## src/rtl/uart_transmitter_if.sv

```systemverilog
// Byte handshake and serial-line bundle between a byte source and the UART transmitter.
interface uart_transmitter_if #(
  parameter int DATA_BITS = 8
);
  logic [DATA_BITS-1:0] data;
  logic                 valid;
  logic                 ready;
  logic                 tx;
  logic                 done;

  modport master (output data, output valid, input ready, input tx, input done);
  modport slave  (input data, input valid, output ready, output tx, output done);
endinterface

```

## src/rtl/uart_transmitter.sv

```systemverilog
// UART transmitter: start bit, DATA_BITS data bits LSB first, optional parity,
// STOP_BITS stop bits. Every bit boundary lands on a baud_rate_signal tick.
//
// state  | meaning
// IDLE   | line high, ready for a byte, ticks ignored
// ARMED  | byte latched, waiting for the first tick after acceptance
// START  | start bit (0) on the line
// DATA   | data bits on the line, shifting LSB first
// PARITY | parity bit on the line
// STOP   | stop bit(s) on the line; last stop tick pulses done
module uart_transmitter #(
  parameter int DATA_BITS  = 8,
  parameter int PARITY_EN  = 0,
  parameter int PARITY_ODD = 0,
  parameter int STOP_BITS  = 1
) (
  input  logic             clk,
  input  logic             rst,
  input  logic             baud_rate_signal,
  uart_transmitter_if.slave bus
);

  typedef enum logic [2:0] {
    IDLE   = 3'd0,
    ARMED  = 3'd1,
    START  = 3'd2,
    DATA   = 3'd3,
    PARITY = 3'd4,
    STOP   = 3'd5
  } state_e;

  localparam logic [2:0] LAST_BIT  = 3'(DATA_BITS - 1);
  localparam logic       LAST_STOP = (STOP_BITS == 2);
  localparam logic       ODD       = (PARITY_ODD != 0);
  localparam logic       PAR_ON    = (PARITY_EN != 0);

  state_e               state_q, state_d;
  logic [DATA_BITS-1:0] shift_q, shift_d;
  logic [2:0]           bit_cnt_q, bit_cnt_d;
  logic                 stop_cnt_q, stop_cnt_d;
  logic                 parity_q, parity_d;
  logic                 tx_q, tx_d;
  logic                 ready_q, ready_d;
  logic                 done_q, done_d;
  logic                 accept;

  assign accept    = bus.valid & ready_q;
  assign bus.tx    = tx_q;
  assign bus.ready = ready_q;
  assign bus.done  = done_q;

  // Next-state and registered-output decode; everything but acceptance waits for a tick.
  always_comb begin
    state_d    = state_q;
    shift_d    = shift_q;
    bit_cnt_d  = bit_cnt_q;
    stop_cnt_d = stop_cnt_q;
    parity_d   = parity_q;
    tx_d       = tx_q;
    done_d     = 1'b0;
    unique case (state_q)
      IDLE: begin
        tx_d = 1'b1;
        if (accept) begin
          shift_d = bus.data;
          state_d = ARMED;
        end
      end
      ARMED: begin
        if (baud_rate_signal) begin
          // Parity taken from the untouched latched byte before any shifting.
          parity_d = (^shift_q) ^ ODD;
          tx_d     = 1'b0;
          state_d  = START;
        end
      end
      START: begin
        if (baud_rate_signal) begin
          tx_d      = shift_q[0];
          bit_cnt_d = 3'd0;
          state_d   = DATA;
        end
      end
      DATA: begin
        if (baud_rate_signal) begin
          if (bit_cnt_q < LAST_BIT) begin
            shift_d   = shift_q >> 1;
            tx_d      = shift_q[1];
            bit_cnt_d = bit_cnt_q + 3'd1;
          end else if (PAR_ON) begin
            tx_d    = parity_q;
            state_d = PARITY;
          end else begin
            tx_d       = 1'b1;
            stop_cnt_d = 1'b0;
            state_d    = STOP;
          end
        end
      end
      PARITY: begin
        if (baud_rate_signal) begin
          tx_d       = 1'b1;
          stop_cnt_d = 1'b0;
          state_d    = STOP;
        end
      end
      STOP: begin
        tx_d = 1'b1;
        if (baud_rate_signal) begin
          if (stop_cnt_q == LAST_STOP) begin
            done_d  = 1'b1;
            state_d = IDLE;
          end else begin
            stop_cnt_d = 1'b1;
          end
        end
      end
      default: begin
        tx_d    = 1'b1;
        state_d = IDLE;
      end
    endcase
    ready_d = (state_d == IDLE);
  end

  // State and output registers; reset abandons any frame in flight.
  always_ff @(posedge clk or posedge rst) begin
    if (rst) begin
      state_q    <= IDLE;
      shift_q    <= '0;
      bit_cnt_q  <= 3'd0;
      stop_cnt_q <= 1'b0;
      parity_q   <= 1'b0;
      tx_q       <= 1'b1;
      ready_q    <= 1'b1;
      done_q     <= 1'b0;
    end else begin
      state_q    <= state_d;
      shift_q    <= shift_d;
      bit_cnt_q  <= bit_cnt_d;
      stop_cnt_q <= stop_cnt_d;
      parity_q   <= parity_d;
      tx_q       <= tx_d;
      ready_q    <= ready_d;
      done_q     <= done_d;
    end
  end

endmodule
```

## src/flat_wrapper.sv

```systemverilog
// flat-port wrapper written by rule: the top's interface ports become plain ports
module uart_transmitter_flat 
#(
  parameter int DATA_BITS  = 8,
  parameter int PARITY_EN  = 0,
  parameter int PARITY_ODD = 0,
  parameter int STOP_BITS  = 1
)
  (clk, rst, baud_rate_signal, bus_data, bus_valid, bus_ready, bus_tx, bus_done);
  uart_transmitter_if #(.DATA_BITS(DATA_BITS)) bus_i ();
  input  logic clk;
  input  logic rst;
  input  logic baud_rate_signal;
  input wire logic [$bits(bus_i.data)-1:0] bus_data;
  input wire logic [$bits(bus_i.valid)-1:0] bus_valid;
  output wire logic [$bits(bus_i.ready)-1:0] bus_ready;
  output wire logic [$bits(bus_i.tx)-1:0] bus_tx;
  output wire logic [$bits(bus_i.done)-1:0] bus_done;
  assign bus_i.data = bus_data;
  assign bus_i.valid = bus_valid;
  assign bus_ready = bus_i.ready;
  assign bus_tx = bus_i.tx;
  assign bus_done = bus_i.done;
  uart_transmitter #(.DATA_BITS(DATA_BITS), .PARITY_EN(PARITY_EN), .PARITY_ODD(PARITY_ODD), .STOP_BITS(STOP_BITS)) u_core (.clk(clk), .rst(rst), .baud_rate_signal(baud_rate_signal), .bus(bus_i));
endmodule
```

## config.mk

```make
export PLATFORM = sky130hd
export DESIGN_NAME = uart_transmitter_flat
export DESIGN_NICKNAME = d
export VERILOG_FILES = /design/src/rtl/uart_transmitter_if.sv /design/src/rtl/uart_transmitter.sv /design/src/flat_wrapper.sv
export SDC_FILE = /design/constraint.sdc
export NUM_CORES = 1
export LEC_CHECK = 0
export BUFFER_PORTS_ARGS = -buffer_cell sky130_fd_sc_hd__buf_2
export CORE_MARGIN = 3
export CORE_UTILIZATION = 53
export DETAILED_ROUTE_END_ITERATION = 7
export PLACE_DENSITY = 0.76
export RECOVER_POWER = 100
export SLEW_MARGIN = 5
export SYNTH_ARGS = -nofsm -noshare
export SYNTH_HDL_FRONTEND = slang
export SYNTH_SLANG_ARGS = --single-unit
```

## constraint.sdc

```tcl
create_clock -name clk -period 1.7 [get_ports clk]
set_input_delay 0.255 -clock clk [delete_from_list [all_inputs] [get_ports clk]]
set_output_delay 0.255 -clock clk [all_outputs]
set_load 0.02 [all_outputs]
```

# Yosys cells after proc, flatten, opt, wreduce, memory -nomap -nowiden
# Cells that the tools add are included.
# op_classes
n_reduce_logical,9
n_lt_le_gt_ge,1
bitwise,1
addsub,1
n_eq_ne,13
muxes,31
# ops
operator,n
3-bit two-way mux,11
8-bit two-way mux,3
3-bit case mux with 6 select lines,1
8-bit case mux with 2 select lines,1
1-bit two-way mux,12
"2-bit inequality test, second input constant",6
4-bit AND reduction,3
"3-bit by 2-bit == test with 1-bit output, second input constant",2
"3-bit == test, second input constant",2
3-bit logical NOT,2
3-bit case mux with 2 select lines,1
5-bit AND reduction,1
"2-bit by 1-bit inequality test with 1-bit output, second input constant",2
1-bit case mux with 4 select lines,1
2-bit nonzero test,2
"3-bit by 1-bit adder with 3-bit output, second input constant",1
"3-bit by 1-bit == test with 1-bit output, second input constant",1
"3-bit < comparator, second input constant",1
1-bit case mux with 3 select lines,1
3-bit nonzero test,1
1-bit AND,1
# totals
out_inout_bits,3
inputBits,12
regBits,18
wordCells,63

# Longest topological paths before layout
# depth
word_depth,5
ltp_mapped,5
ltp_nobuf,4

# Worst setup path after synthesis
# Ideal clock, no wire load.
# synth_path
path_kind,register to register
from,register u_core.state_q[1]
to,register u_core.shift_q[1]
required_ps,1575
path_buffers,0
arrival_time_ps,1421
setup_ps,125
stages_incl_launch_ff,4
synth_period_minus_slack_ps,1546
setup_slack_ps,154
cell_sequence,dfrtp_1 -> or3_1 -> o22ai_4 -> mux2_2
# synth_via
elab_chain_len,3
word_cells_on_any_way,8
cone_classes,eq/ne (4); mux (1); reduce/logical (3)
# synth_rtl
element,line_no,text
from (decl),uart_transmitter.sv:37,"state_e state_q, state_d;"
from (signal assigned),uart_transmitter.sv:138,state_q <= state_d;
3-bit by 2-bit == test with 1-bit output or 3-bit logical NOT (tied branches),uart_transmitter.sv:61,unique case (state_q)
"2-bit by 1-bit inequality test with 1-bit output (no line), or another cell as far along",-,
4-bit AND reduction (no line),-,
to (signal assigned),uart_transmitter.sv:139,shift_q <= shift_d;
to (decl),uart_transmitter.sv:38,"logic [DATA_BITS-1:0] shift_q, shift_d;"
# Several ways; a longest one is shown, not always the timed one.
# A chain may end at the register's enable or synchronous reset.

# Worst setup path in the final report
# layout_path
from,register u_core.state_q[2]
to,register u_core.shift_q[3]
# The elaborated chain is that of the path after synthesis.

==> flow_summary.yaml <==
global_routing:
  first_global_vias: 595
  grt_overflow_total: 0
  antenna_found_initial: 0
  grt_pass1_wl_um: 2649
  gr-usage-met3: 0.02682
  grt_max_degree: 18
  grt_busiest_layer: "met2"
  met2_usage: 0.2710
  grt_use_total: 0.1751
  use_met1: 0.2278
floorplan:
  die_w_um: 46.88
  io_pins: 15
  dieArea_um2: 2198
  coreArea_um2: 1541
  die_y_um: 46.88
  initial_core_util: 0.5747
  rows: 14
cells_and_area:
  fin_nets: 110
  num_antenna_cells: 0
  syn2layout_area_growth_pct: 12.43
  drive_gt1_frac: 0.3438
place:
  place_congestion: 0.7778
  dp_hpwl_um: 1258
  io_buffer_count: 14
logic_synthesis:
  yosysWarnings: 0
  synth_top_cell_area_share: 0.4237
  seq_area_frac_synth: 0.4831
  synth.most_common_cell: "dfrtp_1"
  synth_area_leaders: "dfrtp_1 (42%), mux2_2 (15%), dfstp_2 (5.9%), o21ai_0 (3.4%), inv_1 (3.4%)"
  synth_top_cells_by_count: "dfrtp_1 (15), mux2_2 (12), inv_1 (8), o21ai_0 (6)"
  synthDistinctLibCells: 29
  synth-main-ff-cell: "dfrtp_1"
  synth_top_area_cell: "dfrtp_1"
  ys_ff_latch: 17
  synth_nets: 94
  synth.cell_area_um2: 885.9
  synthCells: 81
  async_reset_ff_frac: 1.000
  avgSynthCellArea_um2: 10.94
  synth-edff-count: 0
power_and_ir_drop:
  leakage_nw: 0.4511
  power_mw: 1.628
  powerDensity_nw_per_um2: 1635
  ir_drop_uv: 978.1
setup_path:
  setup.worst_path.end_class: "register"
  crit_chain: "or3_1, o22ai_4, mux2_2"
  crit_required_ns: 1.88
  cpPeakStageDelay_ns: 0.41
  startpoint: "u_core.state_q[2]"
  worstSetupPathType: "reg -> reg"
  critPathLaunchType: "register"
  critPathSlowestCell: "or3_1"
  reg2reg_from: "u_core.state_q[2]"
  cp_max_fo: 8
  crit_arrival_ns: 1.79
timing:
  tns_ns: 0
  fmax_mhz: 621.6
  tightestPinTransition_ns: 0.6472
  finalHoldViolCount: 0
  slew_violations: 0
  clock_skew_ns: 0.005564
  slew-limit-headroom: 0.5681
  setup_viol: 0
  fin_crit_sh: 0.9463
  fin_crit_ns: 1.609
  rsz0062_at_grt: "no"
drt:
  wl_per_cell_um: 14.90
  antenna_left: 0
  wl_um: 1669
  num_vias: 653
  drc: 0
  first_pass_iters: 4
  avgViaCountPerCell: 5.830
  drtIter0Drc: 7
cts:
  cts_setup_buffers: 0
  clkLatencyLatePin_ns: 0.29
  hold_buffers: 0
  cts_root_buf: "clkbuf_4"
  tritoncts.num_buffers: 3
  clock_sinks: 17
  htree_num_levels: 1
  ctsResizeCount: 0
  cts_tree: "done"
  path_clk_slew_ns: 0.10
  cts_buffer_depth: 2
worst_hold_path:
  min_path_type: "in -> async"
run:
  cap_viol_max_count: 0
status:
  status: "finished, final reports clean"
-- report_power, final --
part	switching [mW]	total [mW]	internal (mW)
clock	0.127	0.214	0.0875
sequential	0.0872	0.656	0.569
combinational	0.375	0.757	0.382
total	0.589	1.63	1.04
-- final timing paths --
| check | end | slack, ns | depth (start not counted) |
|---|---|---|---|
| max | u_core.shift_q[3] | 0.09 | 3 |
| min | u_core.shift_q[6] | 0.03 | 2 |
| max reg2reg | u_core.shift_q[3] | 0.09 | 3 |
| max in group asynchronous | u_core.state_q[0] | 1.25 | 2 |
| min in group clk | u_core.shift_q[7] | 0.22 | 3 |
| min reg2reg | u_core.shift_q[5] | 0.52 | 1 |
-- placed cells by master (no fill, tap or decap) --
cell type and n:
a41oi_1 1, nand4_1 2, and3b_1 1, nand3b_2 1, o22ai_1 1, buf_2 11, dfrtp_1 15, a21o_1 1
clkbuf_1 3, nand4b_1 1, buf_4 3, o21ai_0 6, ha_1 1, nor3_1 1, a21oi_1 5, clkbuf_4 3
mux2_2 12, mux2i_1 2, clkinv_2 1, dfstp_2 1, or3_1 1, dfstp_1 1, o211ai_1 2, nor4_1 1
o31ai_1 1, nor3b_1 1, o31a_1 1, nand2_1 4, inv_1 8, o22ai_4 1, o2bb2ai_1 1, and3_1 1
nor4b_1 1
-- routing by layer --
metal  part of all wire  up-vias
li1                   -      323
met1               0.45      302
met2               0.47       24
met3              0.060        4
met4              0.017        0
met5                  0        -
-- area by class of cell --
type	count	area (um^2)
repair buffers	17	88.84
inverters	8	30.03
multi-input cells	50	401.6
well taps	16	20.02
clock inverters	1	5.005
fillers	128	545.5
clock buffers	3	22.52
flip-flops and latches	17	427.9
-- cell families (layout without fill, tap and decap cells) --
family,after synthesis,after routing,synth area share
AOI/OAI and AO/OA,20,20,0.1554
adders and majority gates,1,1,0.01412
buffers and inverters,14,29,0.06357
DFF,17,17,0.4831
muxes,14,14,0.1751
and+or+nand+nor,15,15,0.1088
-- worst max-delay path: cells and delay by family, from the launching register on --
kind | cells | cell delay [ns]
multiplexers | 1 | 0.39
AO/OA/AOI/OAI | 1 | 0.32
AND/OR/NAND/NOR | 1 | 0.41
flip-flops | 1 | 0.39
-- sequential cells by signal, summed over array words and instances, names as in the netlist --
register	cells
u_core.state_q	3
u_core.shift_q	8
u_core.bit_cnt_q	3
u_core.bus.done	1
u_core.bus.tx	1
u_core.bus.ready	1
-- metrics by stage --
step | utilization | std cells | area, um^2 | setup slack, ns | hold slack [ns]
floorplan | - | 81 | 885.9 | 0.1539 | 0.1796
global placement | 0.6307 | 108 | 972.2 | 0.1286 | 0.3676
detailed placement | 0.6307 | 108 | 972.2 | 0.06306 | 0.3659
CTS | 0.6485 | 112 | 999.7 | 0.05518 | 0.04022
global route | 0.6461 | 112 | 996.0 | 0.01919 | 0.06939
finish | 0.6461 | 112 | 996.0 | 0.09126 | 0.03436
Note: power is estimated with default switching activity, not from simulation.
